==> config.mk <==
export PLATFORM = sky130hd
export DESIGN_NAME = move_control
export DESIGN_NICKNAME = d
export VERILOG_FILES = /design/src/rtl/move_control_pkg.sv /design/src/rtl/move_control_rise_detect.sv /design/src/rtl/move_control.sv
export SDC_FILE = /design/constraint.sdc
export NUM_CORES = 1
export LEC_CHECK = 0
export ABC_AREA = 1
export BUFFER_PORTS_ARGS = -buffer_cell sky130_fd_sc_hd__buf_2
export CAP_MARGIN = 20
export CORE_MARGIN = 2
export CORE_UTILIZATION = 33
export CTS_BUF_LIST = sky130_fd_sc_hd__clkbuf_8 sky130_fd_sc_hd__clkbuf_16
export DETAILED_ROUTE_END_ITERATION = 12
export GPL_ROUTABILITY_DRIVEN = 0
export SLEW_MARGIN = 20
export SYNTH_ARGS = -nofsm -noshare
export SYNTH_HDL_FRONTEND = slang
export SYNTH_SLANG_ARGS = --single-unit
export TNS_END_PERCENT = 30
==> constraint.sdc <==
create_clock -name clk -period 8.12 [get_ports clk]
set_clock_uncertainty 0.15 [all_clocks]
set_input_delay 1.218 -clock clk [delete_from_list [all_inputs] [get_ports clk]]
set_output_delay 1.218 -clock clk [all_outputs]
set_load 0.005 [all_outputs]
==> src/rtl/move_control_pkg.sv <==
// Shared constants and state type for the Sobel window address sequencer.
package move_control_pkg;
  localparam int ADDR_W = 8;
  localparam int DIM_W  = 12;

  localparam logic [1:0] DIR_RIGHT = 2'b01;
  localparam logic [1:0] DIR_LEFT  = 2'b11;

  typedef enum logic {
    S_ACTIVE = 1'b0,
    S_DONE   = 1'b1
  } state_e;
endpackage

==> src/rtl/move_control_rise_detect.sv <==
// Registers the step request and emits a one-cycle strobe on its rising edge.
module rise_detect (
  input  logic clk,
  input  logic rst,
  input  logic sig_in,
  output logic strobe
);
  logic start_q;
  logic start_d;

  always_comb begin
    start_d = sig_in;
  end

  always_ff @(posedge clk or posedge rst) begin
    if (rst) start_q <= 1'b0;
    else     start_q <= start_d;
  end

  assign strobe = sig_in & ~start_q;
endmodule

==> src/rtl/move_control.sv <==
// Serpentine read/write address walker for a 3x3 window over a width x length image.
// FSM: ACTIVE accepts moves; DONE holds at the final window position until reloaded.
module move_control
  import move_control_pkg::*;
(
  input  logic               clk,
  input  logic               n_reset,
  input  logic [DIM_W-1:0]   width,
  input  logic [DIM_W-1:0]   length,
  input  logic [ADDR_W-1:0]  initial_addr_r,
  input  logic [ADDR_W-1:0]  initial_addr_w,
  input  logic               load_initial,
  input  logic               start_move,
  output logic [ADDR_W-1:0]  addr_r,
  output logic [ADDR_W-1:0]  addr_w,
  output logic [1:0]         direction,
  output logic               all_done,
  output logic               move_done
);
  state_e              state_q, state_d;
  logic [ADDR_W-1:0]   addr_r_q, addr_r_d;
  logic [ADDR_W-1:0]   addr_w_q, addr_w_d;
  logic [1:0]          dir_q, dir_d;
  logic [DIM_W-1:0]    col_q, col_d;
  logic [DIM_W-1:0]    row_q, row_d;
  logic                move_done_q, move_done_d;
  logic                move_stb;
  logic                exec;
  logic [ADDR_W-1:0]   offset;
  logic [DIM_W-1:0]    col_edge;
  logic [DIM_W-1:0]    row_edge;

  rise_detect u_rise (
    .clk    (clk),
    .rst    (n_reset),
    .sig_in (start_move),
    .strobe (move_stb)
  );

  assign col_edge = width - 12'd3;
  assign row_edge = length - 12'd3;

  always_comb begin
    state_d     = state_q;
    addr_r_d    = addr_r_q;
    addr_w_d    = addr_w_q;
    dir_d       = dir_q;
    col_d       = col_q;
    row_d       = row_q;
    move_done_d = 1'b0;
    exec        = 1'b0;
    offset      = '0;

    if (load_initial) begin
      addr_r_d = initial_addr_r;
      addr_w_d = initial_addr_w;
      col_d    = '0;
      row_d    = '0;
      dir_d    = DIR_RIGHT;
      // Images with fewer than two window positions are finished as soon as loaded.
      if ((width < 12'd3) || (length < 12'd3) || ((width == 12'd3) && (length == 12'd3)))
        state_d = S_DONE;
      else
        state_d = S_ACTIVE;
    end else if (move_stb && (state_q == S_ACTIVE)) begin
      if ((dir_q == DIR_RIGHT) && (col_q < col_edge)) begin
        exec   = 1'b1;
        offset = 8'd1;
        col_d  = col_q + 12'd1;
      end else if ((dir_q == DIR_LEFT) && (col_q != '0)) begin
        exec   = 1'b1;
        offset = 8'hFF;
        col_d  = col_q - 12'd1;
      end else if (row_q < row_edge) begin
        exec   = 1'b1;
        offset = width[ADDR_W-1:0];
        row_d  = row_q + 12'd1;
        dir_d  = (dir_q == DIR_RIGHT) ? DIR_LEFT : DIR_RIGHT;
      end

      if (exec) begin
        addr_r_d    = addr_r_q + offset;
        addr_w_d    = addr_w_q + offset;
        move_done_d = 1'b1;
        if ((row_d == row_edge) &&
            (((dir_d == DIR_RIGHT) && (col_d == col_edge)) ||
             ((dir_d == DIR_LEFT)  && (col_d == '0))))
          state_d = S_DONE;
      end
    end
  end

  always_ff @(posedge clk or posedge n_reset) begin
    if (n_reset) begin
      state_q     <= S_ACTIVE;
      addr_r_q    <= '0;
      addr_w_q    <= '0;
      dir_q       <= DIR_RIGHT;
      col_q       <= '0;
      row_q       <= '0;
      move_done_q <= 1'b0;
    end else begin
      state_q     <= state_d;
      addr_r_q    <= addr_r_d;
      addr_w_q    <= addr_w_d;
      dir_q       <= dir_d;
      col_q       <= col_d;
      row_q       <= row_d;
      move_done_q <= move_done_d;
    end
  end

  assign addr_r    = addr_r_q;
  assign addr_w    = addr_w_q;
  assign direction = dir_q;
  assign all_done  = (state_q == S_DONE);
  assign move_done = move_done_q;
endmodule

After elaboration in Yosys (flattened, before gate mapping)

Index checks and enable logic that the tools add are counted.
W data, S select, Z words.

Bits of input ports: 44
Bits in writable memories: 0
Memories: 0
Memory bits (read-only): 0
Register bits after elaboration: 45
Latch bits: 0
Output and inout bits: 20
Logic and storage cells: 92

$add $sub $neg: 7
Order comparisons: 4
Divide/modulo/power cells: 0
Multiply operators: 0
Multiplexer cells: 45
Reductions and logical operators: 17
Shift-type cells: 0
Equality and inequality tests: 8
Bitwise operators: 3

Operators with widths:

| kind                    | number |
|---|---|
| $mux W12                | 13 |
| $mux W8                 | 11 |
| $add A12 B1 Y12 const B | 2 |
| $eq A12 B12 Y1          | 2 |
| $eq A12 B2 Y1 const B   | 2 |
| $lt A12 B12 Y1          | 2 |
| $lt A12 B2 Y1 const B   | 2 |
| $sub A12 B2 Y12 const B | 2 |
| $add A8 B8 Y8           | 2 |
| $mux W2                 | 8 |
| $mux W1                 | 13 |
| $logic_not A12 Y1       | 1 |
| $reduce_bool A12 Y1     | 1 |
| $sub A12 B1 Y12 const B | 1 |
| $logic_and A1 B1 Y1     | 7 |
| $reduce_bool A2 Y1      | 3 |
| $eq A2 B1 Y1 const B    | 2 |
| $eq A2 B2 Y1 const B    | 2 |
| $logic_or A1 B1 Y1      | 3 |
| $reduce_and A3 Y1       | 1 |
| $not A1 Y1              | 2 |
| $reduce_and A2 Y1       | 1 |
| $and A1 B1 Y1           | 1 |

Depth between registers and ports, before layout

Gate-level depths: netlist of the first run.

Depth in word-level cells: 15
Depth in mapped cells: 32
Mapped depth without buffers: 32

By module

From an unflattened synthesis of the first run, not the netlist that was laid out.

Cell total of the unflattened synthesis: 804
Area total of the unflattened synthesis: 5091.1 sq um

Modules (own cells, without submodules):

| module       | area each (sq um) | cells an instance | sequential area each (sq um) | instances |
|---|---|---|---|---|
| move_control | 5052.3            | 800               | 1102.3                       | 1 |
| rise_detect  | 38.8              | 4                 | 25.0                         | 1 |

Worst setup path after synthesis of the first run

Ideal clock, no wire load.

Path kind: input port to flip-flop
From: input width[0]
To: register addr_r_q[7], in the netlist addr_r[7]
Path slack: 2.980 ns
Required time: 7.887 ns
Stages: 29
Data arrival time: 4.908 ns
Setup time: 0.083 ns
Buffers on the path: 1
Cell sequence: ha_1 > nor2_1 > nand4_1 > xor2_1 > ha_1 > nand2_1 > inv_2 > nand3_1 > nand3_1 > nor2_4 > nand2_4 > buf_2 > nand2_2 > inv_2 > o21ai_0 > inv_1 > ha_1 > nand2_1 > nor2_1 > a211oi_1 > nor2_1 > o21ai_0 > nand2_1 > nand2_1 > nand2_1 > a21oi_1 > xnor2_1 > nor2_1 > o21ai_0

Longest elaborated chain between the ends: 10
Elaborated cells on any way between the ends: 17
Those cells by class: add/sub: 2; order compare: 1; mux: 11; reduce/logical: 3

RTL lines:

| element                | RTL line            | text |
|---|---|---|
| start: declaration     | move_control.sv:8   | `input logic [DIM_W-1:0] width,` |
| $sub A12 B2 Y12        | move_control.sv:40  | `assign col_edge = width - 12'd3;` |
| $lt A12 B12 Y1         | move_control.sv:66  | `if ((dir_q == DIR_RIGHT) && (col_q < col_edge)) begin` |
| $logic_and A1 B1 Y1    | move_control.sv:66  |  |
| $mux W8                | move_control.sv:66  |  |
| $mux W8                | move_control.sv:65  | `end else if (move_stb && (state_q == S_ACTIVE)) begin` |
| $mux W8                | move_control.sv:54  | `if (load_initial) begin` |
| $add A8 B8 Y8          | move_control.sv:82  | `addr_r_d = addr_r_q + offset;` |
| $mux W8                | move_control.sv:81  | `if (exec) begin` |
| $mux W8                | move_control.sv:65  |  |
| $mux W8                | move_control.sv:54  |  |
| end signal: assignment | move_control.sv:104 | `addr_r_q <= addr_r_d;` |
| end: declaration       | move_control.sv:21  | `logic [ADDR_W-1:0] addr_r_q, addr_r_d;` |

Several ways; a longest one is shown, not always the timed one. The select of a mux whose other input is x is not followed.
A chain may end at the register's enable or synchronous reset.

Final worst setup path of the first run

From: input width[3]
To: register addr_r_q[7], in the netlist addr_r[7]

Same word-level chain as after synthesis.

==> results by group, run 1 <==
Synth
  – Cell Area, Synth: approximately 5200 um^2
  – Number of synthesized flops with an enable pin: 0
  – Yosys Warn Count: 0
  – Syn Nets: 903
  – Async SR Flop Fraction: 100%
  – Most used DFF post-synth: dfrtp_1
  – Cell variety after synth: between 40 and 50
  – Register area share after synthesis: 21.8%
  – Post-Syn Area per Cell: about 6.3 um^2
  – Cells after Synth: 816
  – Register bit total from synthesis: 45

Clock network
  – CTS buffer count: 5
  – Hold-fix buffers, CTS: 0
  – CTS sink count: 45
  – CTS max path bufs: 2
  – Post-CTS Setup Bufs: 0
  – Clock Pin Slew Worst Setup and Hold Paths: 0.07 ns
  – CTS root buf: clkbuf_16
  – H-tree depth: 2
  – Resized cells post-CTS: 0
  – Skew-Pair Late Insertion Delay: ~0.3 ns
  – CTS tree: done

STA
  – Max Clk Rate: 0.172 GHz
  – Hold WS: 0.373 ns
  – Final worst slack: roughly 2.3 ns
  – Fin. max-slew vios: 0
  – Final setup fails: 0
  – Worst-margin pin slew: 1.00 ns
  – Final hold violation count: 0
  – Fin crit share: 71.8%
  – Sum Neg Setup Slack: 0 ns
  – Unrepaired setup endpoints after global routing: false
  – Tmin final: 5.83 ns
  – Slew HR: 32.8%

Worst setup path
  – Reg2reg setup slack: 3.97 ns
  – R2R Path End: addr_r[7]$_DFFE_PP0P_
  – Crit path max-delay family: simple AND/OR/NAND/NOR gates
  – Worst EP required: 8.19 ns
  – Crit path max-delay cell type: nor2_1
  – R2R depth: 24
  – CP max FO: 24
  – Startpoint Class: primary input
  – Reg2Reg Launch Point: col_q[0]$_DFFE_PP0P_
  – Worst setup EP type: flip-flop
  – Worst endpoint data arrival time: 5.89 ns
  – Slowest Stage Delay on Critical Path: 0.32 ns
  – CP bufs+invs: 3
  – Kind of critical path: primary input to flip-flop

Place
  – Port Buffers: 63
  – Pre-CTS setup slack: 1.99 ns
  – HPWL Detailed: 11,500 um

Layout
  – FILL cells: 1,680
  – Total Nets Final: 955
  – Reg area: 1130 um^2
  – Layout cells sized above 1: 11.7%
  – Footprint of the multi-input gates: 3510 um^2
  – Final core utilization: 38.0%
  – Antenna Cells: 0
  – Synthesis-to-layout area growth: 12.1%

Floorplan
  – Ports: 64
  – Core ar.: 15,300 um^2
  – Die Wd: 129 um
  – Die H: 129 um
  – Initial Util: between 30% and 40%
  – Die Footprint: 16,700 um^2
  – # rows: 45

Worst hold path
  – Origin of the worst min-delay path: addr_w[6]$_DFFE_PP0P_
  – Worst Hold Class: flip-flop to flip-flop
  – Hold EP: addr_w[6]$_DFFE_PP0P_
  – WHS Path Cells: 2

Global route
  – First-pass GRT wire length: 24,100 um
  – Pin count of the biggest net entering global routing: 46
  – GR Overflow Total: 0
  – Initial antenna violation count: 0
  – Vias in the first global route: 4,893
  – All-layer global routing usage: 17.9%

Route
  – Vias per std cell: 4.85
  – First DRT Iteration DRCs: approximately 340
  – Final WL: 14,700 um
  – Post-route ant nets: 0
  – Residual DRC: 0
  – WL per Instance: between 10 and 15 um
  – Detailed Routing Iterations Pass 1: 5
  – DR vias: 5,238

Job
  – Max-cap violations: 0

Pwr
  – Power per cell area: 111 nW/um^2
  – Leakage power: 3.11 nW
  – Maximum vdd drop: 0.0900 mV

Status
  – Status: finished, final reports clean
[logic make-up after synthesis]
family,synth area share (%)
buf+inv,10.3
compound gates,10.0
xor+xnor,6.73
flops,21.8
simple gates,40.5
fa+ha+maj,10.7
[cell usage after synthesis, types with 4 or more instances]
| cell | instances | area, um^2 |
|---|---|---|
| a211oi_1 | 4 | 30.0 |
| xnor2_1 | 7 | 61.3 |
| dfrtp_1 | 44 | 1100 |
| buf_2 | 7 | 35.0 |
| nor2_1 | 78 | 293 |
| nand2_2 | 5 | 31.3 |
| ha_1 | 41 | 513 |
| o22ai_1 | 24 | 150 |
| inv_2 | 4 | 15.0 |
| nor3_1 | 10 | 50.1 |
| nand4_1 | 12 | 75.1 |
| nand2_1 | 251 | 942 |
| nand3b_1 | 5 | 37.5 |
| clkbuf_1 | 7 | 26.3 |
| xor2_1 | 30 | 263 |
| o21ai_0 | 25 | 125 |
| a31oi_1 | 5 | 31.3 |
| inv_1 | 106 | 398 |
| nand3_1 | 92 | 460 |
| a21oi_1 | 22 | 110 |
[sequential cells by signal, summed over array words and instances (netlist names)]
signal and flops:
col_q 12, row_q 12, addr_r 8, addr_w 8, direction 2, all_done 1, move_done 1, u_rise.start_q 1
[worst max-delay path by stage]
stage               startpoint                    end  cells after the start
finish                width[3]  addr_r[7]$_DFFE_PP0P_                     30
global route          width[3]  addr_r[7]$_DFFE_PP0P_                     30
CTS                   width[3]  addr_r[7]$_DFFE_PP0P_                     30
detailed placement    width[3]  addr_r[7]$_DFFE_PP0P_                     30
floorplan             width[0]  addr_r[7]$_DFFE_PP0P_                     29
global placement      width[3]  addr_r[7]$_DFFE_PP0P_                     30
[where the power goes]
part	internal, W	switching (W)	total [W]
clock network	0.000114	0.000100	0.000214
registers	0.000238	0.0000142	0.000253
logic	0.0000703	0.000106	0.000177
[layer usage]
| metal | routed length, um | up-vias | track usage (%) |
|---|---|---|---|
| li1 | - | 2748 | - |
| met1 | 6910 | 2342 | 23.7 |
| met4 | 299 | 0 | 5.12 |
| met3 | 681 | 16 | 2.15 |
| met5 | 0 | - | 0 |
| met2 | 6770 | 132 | 30.7 |
[area by class of cell]
cell class / count / share of cell area (%)
timing repair buffer: 64 / 5.57
multi-input combinational: 640 / 60.6
clock buffer: 5 / 2.16
clock inverter: 3 / 0.389
tap: 211 / 4.56
inverter: 112 / 7.30
sequential: 45 / 19.5
[tightest hold or removal path, cell delays in order (launching register included)]
cell and delay, ns:
dfrtp_1 0.37, nand2_1 0.06, o21ai_0 0.06
[metrics by stage]
step | cells | cell area [um^2] | total power, W
after detailed placement | 1072 | 5650 | 0.000434
after CTS | 1080 | 5790 | 0.000651
after global routing | 1080 | 5800 | 0.000685
after global placement | 1072 | 5650 | 0.000434
after floorplan | 816 | 5170 | 0.000375
final | 1080 | 5800 | 0.000644
[placed cells by master, fill, tap and decap left out, types with 2 or more instances in the layout]
master	Yosys	final
nor2_1	78	78
nand2_2	5	5
o22ai_1	24	24
inv_2	4	4
o211ai_1	3	3
nand3_1	92	92
inv_1	106	105
buf_2	7	63
nand2_1	251	251
o21ai_0	25	25
nor2_8	3	3
clkbuf_16	0	5
nor2_4	3	3
a211oi_1	4	4
clkinv_2	1	2
nor3_1	10	10
nand4_1	12	12
xnor2_1	7	7
a31oi_1	5	5
nor2_2	2	2
ha_1	41	41
o21ai_1	3	3
a21oi_1	22	22
xor2_1	30	30
fa_1	2	2
clkinvlp_4	0	3
dfrtp_1	44	44
nand2_4	3	3
nand3_2	2	2
nand3b_1	5	5
Power figures use the tool's default switching activity.
==> run 2, diff against run 1 <==
==> constraint.sdc (replaced) <==
create_clock -name clk -period 4.7 [get_ports clk]
set_clock_uncertainty 0.15 [all_clocks]
set_input_delay 0.705 -clock clk [delete_from_list [all_inputs] [get_ports clk]]
set_output_delay 0.705 -clock clk [all_outputs]
set_load 0.005 [all_outputs]
==> run 2 against run 1 <==
Compared with the run above: cell count rose by 3.3%; clock power grew 78%; worst setup slack got worse by 2.0 ns; design area rose by 4.8%; first-iteration DRC count fell by 16%; via count grew 2.8%; critical endpoint is now addr_w[6]$_DFFE_PP0P_; worst hold slack hardly changed; clock-buffer cell count is the same.
==> results by group, run 2 (synthesized netlist as in run 1, its figures left out) <==
Global route
  – Initial antenna violation count: 0 (unchanged)
  – Pin count of the biggest net entering global routing: 46 (unchanged)
  – GR Overflow Total: 0 (unchanged)
  – First-pass GRT wire length: 24,900 um (+3.3%)
  – Vias in the first global route: 5,070 (+3.6%)
  – All-layer global routing usage: 18.5% (+0.65 points)

Clock network
  – H-tree depth: 2 (unchanged)
  – CTS max path bufs: 2 (unchanged)
  – Skew-Pair Late Insertion Delay: 0.30 ns (about the same)
  – CTS tree: done
  – CTS root buf: clkbuf_16
  – Hold-fix buffers, CTS: 0 (unchanged)
  – CTS sink count: 45 (unchanged)
  – CTS buffer count: 5 (unchanged)
  – Clock Pin Slew Worst Setup and Hold Paths: 0.08 ns (about the same)

Route
  – DR vias: 5,383 (+2.8%)
  – Post-route ant nets: 0 (unchanged)
  – Vias per std cell: 4.82 (-0.55%)
  – Detailed Routing Iterations Pass 1: 5 (unchanged)
  – Residual DRC: 0 (unchanged)
  – WL per Instance: 13.3 um (-1.9%)
  – First DRT Iteration DRCs: 285 (-16%)
  – Final WL: 14,900 um (+1.4%)

Worst setup path
  – Slowest Stage Delay on Critical Path: 0.39 ns (+0.07 ns)
  – Worst endpoint data arrival time: 4.49 ns (-1.40 ns)
  – Critical path endpoint: addr_w[6]$_DFFE_PP0P_
  – CP startpoint: width[3]
  – Worst setup EP type: flip-flop
  – Kind of critical path: primary input to flip-flop
  – Reg2Reg Launch Point: col_q[0]$_DFFE_PP0P_
  – Reg2reg setup slack: 0.91 ns (-3.06 ns)
  – R2R Path End: addr_r[7]$_DFFE_PP0P_
  – R2R depth: 24 (unchanged)
  – Worst EP required: 4.77 ns (-3.42 ns)
  – Most common cell on crit path: nor2_1
  – Startpoint Class: primary input
  – CP max FO: 4 (-83%)
  – Crit path max-delay cell type: fa_1

Floorplan
  – Initial Util: 33.9% (unchanged)
  – Core ar.: 15,300 um^2 (unchanged)
  – Die Wd: 129 um (unchanged)
  – # rows: 45 (unchanged)
  – Die Footprint: 16,700 um^2 (unchanged)
  – Ports: 64 (unchanged)
  – Die H: 129 um (unchanged)

Pwr
  – Sequential share of power: 38.1% (-1.1 points)
  – Combinational power share: 28.7% (+1.2 points)
  – Net Sw Frac: 34.4% (+0.10 points)
  – Clock Power Share: 33.2% (about the same)
  – Power per cell area: 189 nW/um^2 (+70%)
  – P_int: 0.000752 W (+78%)
  – Sw Pwr: 0.000394 W (+78%)
  – Maximum vdd drop: 0.129 mV (+43%)
  – Leakage power: 3.30 nW (+5.9%)

STA
  – Slew HR: 32.8% (-0.086 points)
  – Tmin final: 4.42 ns
  – Fin crit share: a little over nine tenths
  – Fin. max-slew vios: 0 (unchanged)
  – Final worst slack: 0.281 ns (-2.01 ns)
  – Worst-margin pin slew: 1.01 ns (+0.00129 ns)
  – Final setup fails: 0 (unchanged)
  – Max Clk Rate: 0.226 GHz
  – Hold WS: 0.373 ns (-0.000132 ns)
  – Unrepaired setup endpoints after global routing: true
  – Final hold violation count: 0 (unchanged)

Worst hold path
  – Worst Hold Class: primary input to flip-flop

Layout
  – Total Nets Final: 991 (+3.8%)
  – FILL cells: 1,626 (-3.2%)
  – Final core utilization: 39.8% (+1.8 points)
  – Layout cells sized above 1: 15.5% (+3.7 points)
  – Commonest non-fill, non-tap cell in the layout: nand2_1
  – Commonest cells after routing, fill and taps aside: nand2_1, inv_1, nand3_1, nor2_1, buf_2
  – Fin cells: 1,116 (+3.3%)
  – Antenna Cells: 0 (unchanged)
  – Synthesis-to-layout area growth: 17.5%
  – Largest registers: col_q x12, row_q x12

Job
  – Max-cap violations: 0 (unchanged)

Place
  – Pre-CTS setup slack: -0.0824 ns (-2.08 ns)
  – Port Buffers: 63 (unchanged)
  – Placed insts: 1,106 (+3.2%)
  – HPWL Detailed: 11,900 um (+3.3%)

Status
  – Status: finished, final reports clean
[run 2: cell count changes in the layout (fill, tap and decap cells not counted), moves of 2 or more]
cell,change
buf_4,+36
o21ai_0,-3
clkinvlp_4,-2
inv_6,+2
o21ai_1,+3
[run 2: metrics by stage]
| stage | TNS (ns) | total power, W | instance area [um^2] |
|---|---|---|---|
| 2_1_floorplan | 0 | 0.000648 | 5170 |
| 3_3_place_gp | 0 | 0.000767 | 5900 |
| 3_5_place_dp | -0.187 | 0.000768 | 5900 |
| 4_1_cts | 0 | 0.00116 | 6050 |
| 5_1_grt | -0.141 | 0.00122 | 6070 |
| 6_report | 0 | 0.00115 | 6070 |
[run 2: metal layers]
| metal | track usage (%) | share of wire, % |
|---|---|---|
| met1 | 24.9 | 46 |
| met2 | 31.5 | 47 |
| met3 | 2.27 | 5.5 |
| met4 | 4.92 | 1.6 |
| met5 | 0 | 0 |
[run 2: final cells by class]
| cell class | instances | area (um^2) | area share [%] |
|---|---|---|---|
| Multi-Input combinational cell | 640 | 3520 | 57.9 |
| Sequential cell | 45 | 1130 | 18.6 |
| Timing Repair Buffer | 100 | 593 | 9.76 |
| Inverter | 112 | 422 | 6.94 |
| Tap cell | 211 | 264 | 4.35 |
| Clock buffer | 5 | 125 | 2.06 |
| Clock inverter | 3 | 25.0 | 0.412 |
[run 2: worst min-delay path by stage]
stage	cells past startpoint	endpoint	startpoint	slack (ns)
floorplan	2	all_done$_DFFE_PP0P_	all_done$_DFFE_PP0P_	0.35
global placement	2	all_done$_DFFE_PP0P_	all_done$_DFFE_PP0P_	0.36
detailed placement	2	all_done$_DFFE_PP0P_	all_done$_DFFE_PP0P_	0.34
CTS	1	u_rise.start_q$_DFF_PP0_	start_move	0.36
global route	1	u_rise.start_q$_DFF_PP0_	start_move	0.37
finish	1	u_rise.start_q$_DFF_PP0_	start_move	0.37
[run 2: repair_timing]
action                     CTS  global route
buffers inserted             0             2
gates resized for setup      0             5
setup endpoints to repair    0             4
[run 2: worst max-delay path, delay by kind of cell]
family | cells | cell delay (ns)
xor gates and xnor gates | 2 | 0.32
AOI/OAI and AO/OA | 4 | 0.59
buffers and inverters | 4 | 0.37
adders and majority gates | 3 | 0.90
and+or+nand+nor | 13 | 1.61
[run 2: power by group through the flow]
stage	Combinational, W	Clock (W)	Sequential [W]
6_report	0.000329	0.000380	0.000436
5_1_grt	0.000375	0.000406	0.000439
4_1_cts	0.000327	0.000393	0.000436
3_5_place_dp	0.000326	0	0.000443
3_3_place_gp	0.000323	0	0.000444
2_1_floorplan	0.000207	0	0.000440
==> run 3, diff against run 2 <==
--- a/config.mk
+++ b/config.mk
@@ -16,5 +16,6 @@
 export SLEW_MARGIN = 20
 export SYNTH_ARGS = -nofsm -noshare
 export SYNTH_HDL_FRONTEND = slang
+export SYNTH_HIERARCHICAL = 1
 export SYNTH_SLANG_ARGS = --single-unit
 export TNS_END_PERCENT = 30
==> run 3 against run 2 <==
Compared with the run above: sequential share of layout area is 0.29 points lower; largest power group unchanged; total power is 1.1% lower; flip-flop and latch count stayed put; register-to-register slack hardly changed; die area is 1.5% lower; non-clock buffer count is 21 higher; critical path type unchanged; via count hardly changed.
==> results by group, run 3 <==
STA
  – Sum Neg Setup Slack: 0 ns (unchanged)
  – Max Clk Rate: 0.229 GHz (+1.2%)
  – Tmin final: 4.37 ns (-0.0516 ns)
  – Slew HR: 36.5% (+3.8 points)
  – Final hold violation count: 0 (unchanged)
  – Worst-margin pin slew: 0.949 ns (-0.0567 ns)
  – Fin crit share: 92.9% (-1.1 points)
  – Fin. max-slew vios: 0 (unchanged)
  – Hold WS: 0.0939 ns (-0.279 ns)
  – Final setup fails: 0 (unchanged)

Route
  – Post-route ant nets: 0 (unchanged)
  – DR vias: 5,379 (-0.074%)
  – WL per Instance: 13.5 um (+1.5%)
  – Final WL: 14,900 um (+0.32%)
  – Vias per std cell: 4.88 (+1.1%)
  – First DRT Iteration DRCs: 301 (+5.6%)
  – Residual DRC: 0 (unchanged)
  – Detailed Routing Iterations Pass 1: 5 (unchanged)

Synth
  – Cell variety after synth: 44 (+7.3%)
  – Post-Syn Area per Cell: 6.33 um^2 (about the same)
  – Register area share after synthesis: 22.1% (+0.34 points)
  – Number of synthesized flops with an enable pin: 0 (unchanged)
  – Most used DFF post-synth: dfrtp_1
  – Post-synth top area share: 21.6% (+0.33 points)
  – Yosys Warn Count: 6 (+6)
  – Register bit total from synthesis: 45 (unchanged)
  – Most instantiated library cell after synthesis: nand2_1
  – Ranking of synthesized cells by area: dfrtp_1, nand2_1, ha_1, nand3_1, inv_1
  – Cells after Synth: 804 (-1.5%)
  – Cell Area, Synth: 5090 um^2 (-1.5%)
  – Syn Nets: 891 (-1.3%)
  – Async SR Flop Fraction: 100% (unchanged)
  – Post-synth top cells: nand2_1, inv_1, nand3_1
  – Cell taking the most area after synthesis: dfrtp_1

Global route
  – GR Overflow Total: 0 (unchanged)
  – Pin count of the biggest net entering global routing: 45 (-2.2%)
  – Initial antenna violation count: 1 (+1)
  – M3 GR Usage: 2.84% (+0.57 points)
  – All-layer global routing usage: 18.5% (+0.019 points)
  – GR peak layer: met2
  – Vias in the first global route: 5,105 (+0.69%)
  – Met2 Use GR: 30.3% (-1.1 points)
  – Met1 usage: 26.1% (+1.1 points)
  – First-pass GRT wire length: 24,900 um (-0.11%)

Pwr
  – Leakage power: 3.35 nW (+1.6%)
  – Maximum vdd drop: 0.128 mV (about the same)
  – Power per cell area: 184 nW/um^2 (-2.7%)

Layout
  – Footprint of the multi-input gates: 3490 um^2 (-0.68%)
  – Total Nets Final: 1,001 (+1.0%)
  – Reg area: 1130 um^2 (unchanged)
  – Synthesis-to-layout area growth: 21.2%
  – Post-route cell area: 6170 um^2 (+1.6%)
  – Commonest non-fill, non-tap cell in the layout: nand2_1
  – Layout cells sized above 1: 19.1% (+3.7 points)
  – Fin cells: 1,103 (-1.2%)
  – Commonest cells after routing, fill and taps aside: nand2_1, inv_1, nand3_1, nor2_1, buf_2
  – Antenna Cells: 0 (unchanged)
  – Largest registers: col_q x12, row_q x12
  – FILL cells: 1,583 (-2.6%)
  – Final core utilization: 40.8% (+0.94 points)

Worst setup path
  – R2R depth: 24 (unchanged)
  – Crit path max-delay family: simple AND/OR/NAND/NOR gates
  – Crit path max-delay cell type: ha_1
  – Reg2Reg Launch Point: col_q[0]$_DFFE_PP0P_
  – CP bufs+invs: 4 (unchanged)
  – Reg2reg setup slack: 0.90 ns (about the same)
  – Startpoint Class: primary input
  – Worst EP required: 4.77 ns (about the same)
  – CP max FO: 3 (-1)
  – Worst endpoint data arrival time: 4.44 ns (-0.05 ns)
  – R2R Path End: addr_r[7]$_DFFE_PP0P_
  – Worst setup EP type: flip-flop
  – Kind of critical path: primary input to flip-flop
  – Most common cell on crit path: nand2_1
  – Slowest Stage Delay on Critical Path: 0.29 ns (-0.10 ns)

Place
  – Placed insts: 1,094 (-1.1%)
  – Port Buffers: 63 (unchanged)
  – HPWL Detailed: 11,600 um (-2.4%)
  – Dpl cell area: 5970 um^2 (+1.1%)

Floorplan
  – Die H: 128 um (-0.74%)
  – Initial Util: 33.6% (-0.27 points)
  – Die Wd: 128 um (-0.74%)
  – Core ar.: 15,100 um^2 (-0.74%)
  – # rows: 45 (unchanged)
  – Ports: 64 (unchanged)
  – Die Footprint: 16,400 um^2 (-1.5%)

Clock network
  – CTS buffer count: 5 (unchanged)
  – CTS max path bufs: 2 (unchanged)
  – Skew-Pair Late Insertion Delay: 0.30 ns (about the same)
  – H-tree depth: 2 (unchanged)
  – Clock Pin Slew Worst Setup and Hold Paths: 0.07 ns (about the same)
  – CTS sink count: 45 (unchanged)
  – CTS root buf: clkbuf_16
  – Hold-fix buffers, CTS: 0 (unchanged)
  – CTS tree: done

Worst hold path
  – Worst Hold Class: primary input to async pin

Job
  – Max-cap violations: 0 (unchanged)

Status
  – Status: finished, final reports clean
## run 3: changes by cell type in the layout (fill, tap and decap cells not counted), sizes merged, moves of 3 or more
cell	delta
nor2	-9
nand2	-15
a31oi	-3
a21oi	+8
nand3	+4
o21ai	+10
buf	+21
inv	-3
## run 3: kinds of logic (layout without fill, tap and decap cells)
group                      after synthesis  in the layout  share of synthesized area (%)
adders and majority gates               43             43                           10.9
buffers and inverters                  128            239                           10.2
AOI/OAI and AO/OA                      103            103                           11.4
and+or+nand+nor                        447            447                           38.8
DFF                                     45             45                           22.1
xor gates and xnor gates                38             38                           6.54
## run 3: how the worst max path moves through the flow
| stage | from | to | slack [ns] | cells past startpoint |
|---|---|---|---|---|
| final | length[0] | addr_r[7]$_DFFE_PP0P_ | 0.33 | 32 |
| after global routing | length[0] | addr_r[7]$_DFFE_PP0P_ | -0.03 | 32 |
| after CTS | length[0] | addr_r[7]$_DFFE_PP0P_ | 0.11 | 32 |
| after detailed placement | length[0] | addr_r[7]$_DFFE_PP0P_ | -0.17 | 32 |
| after global placement | length[0] | addr_w[6]$_DFFE_PP0P_ | -0.07 | 24 |
| after floorplan | length[0] | addr_r[7]$_DFFE_PP0P_ | 0.01 | 31 |
## run 3: routing by layer
layer,share of wire (%),up-vias
met2,46,107
met1,49,2407
met5,0,-
met4,0.70,0
met3,3.8,10
li1,-,2855
## run 3: where the power goes
group          total [W]  switching, W  internal [W]
sequential      0.000433     0.0000220      0.000411
clock           0.000373      0.000172      0.000201
combinational   0.000326      0.000185      0.000142
total            0.00113      0.000379      0.000754
## run 3: cell type report
cell class,count,area share (%)
sequential,45,18.3
tap,188,3.81
inverter,110,6.71
clock inverter,3,0.405
timing repair buffer,121,12.2
multi-input combinational,631,56.6
clock buffer,5,2.03
## run 3: metrics by stage
stage	power [W]	setup slack, ns
2_1_floorplan	0.000629	0.0122
3_3_place_gp	0.000763	-0.0749
3_5_place_dp	0.000760	-0.168
4_1_cts	0.00114	0.110
5_1_grt	0.00121	-0.0346
6_report	0.00113	0.332
## run 3: repair_timing
| action | CTS | global route |
|---|---|---|
| endpoints found under the setup margin | 0 | 5 |
| setup buffers | 0 | 1 |
| resized for setup | 0 | 19 |
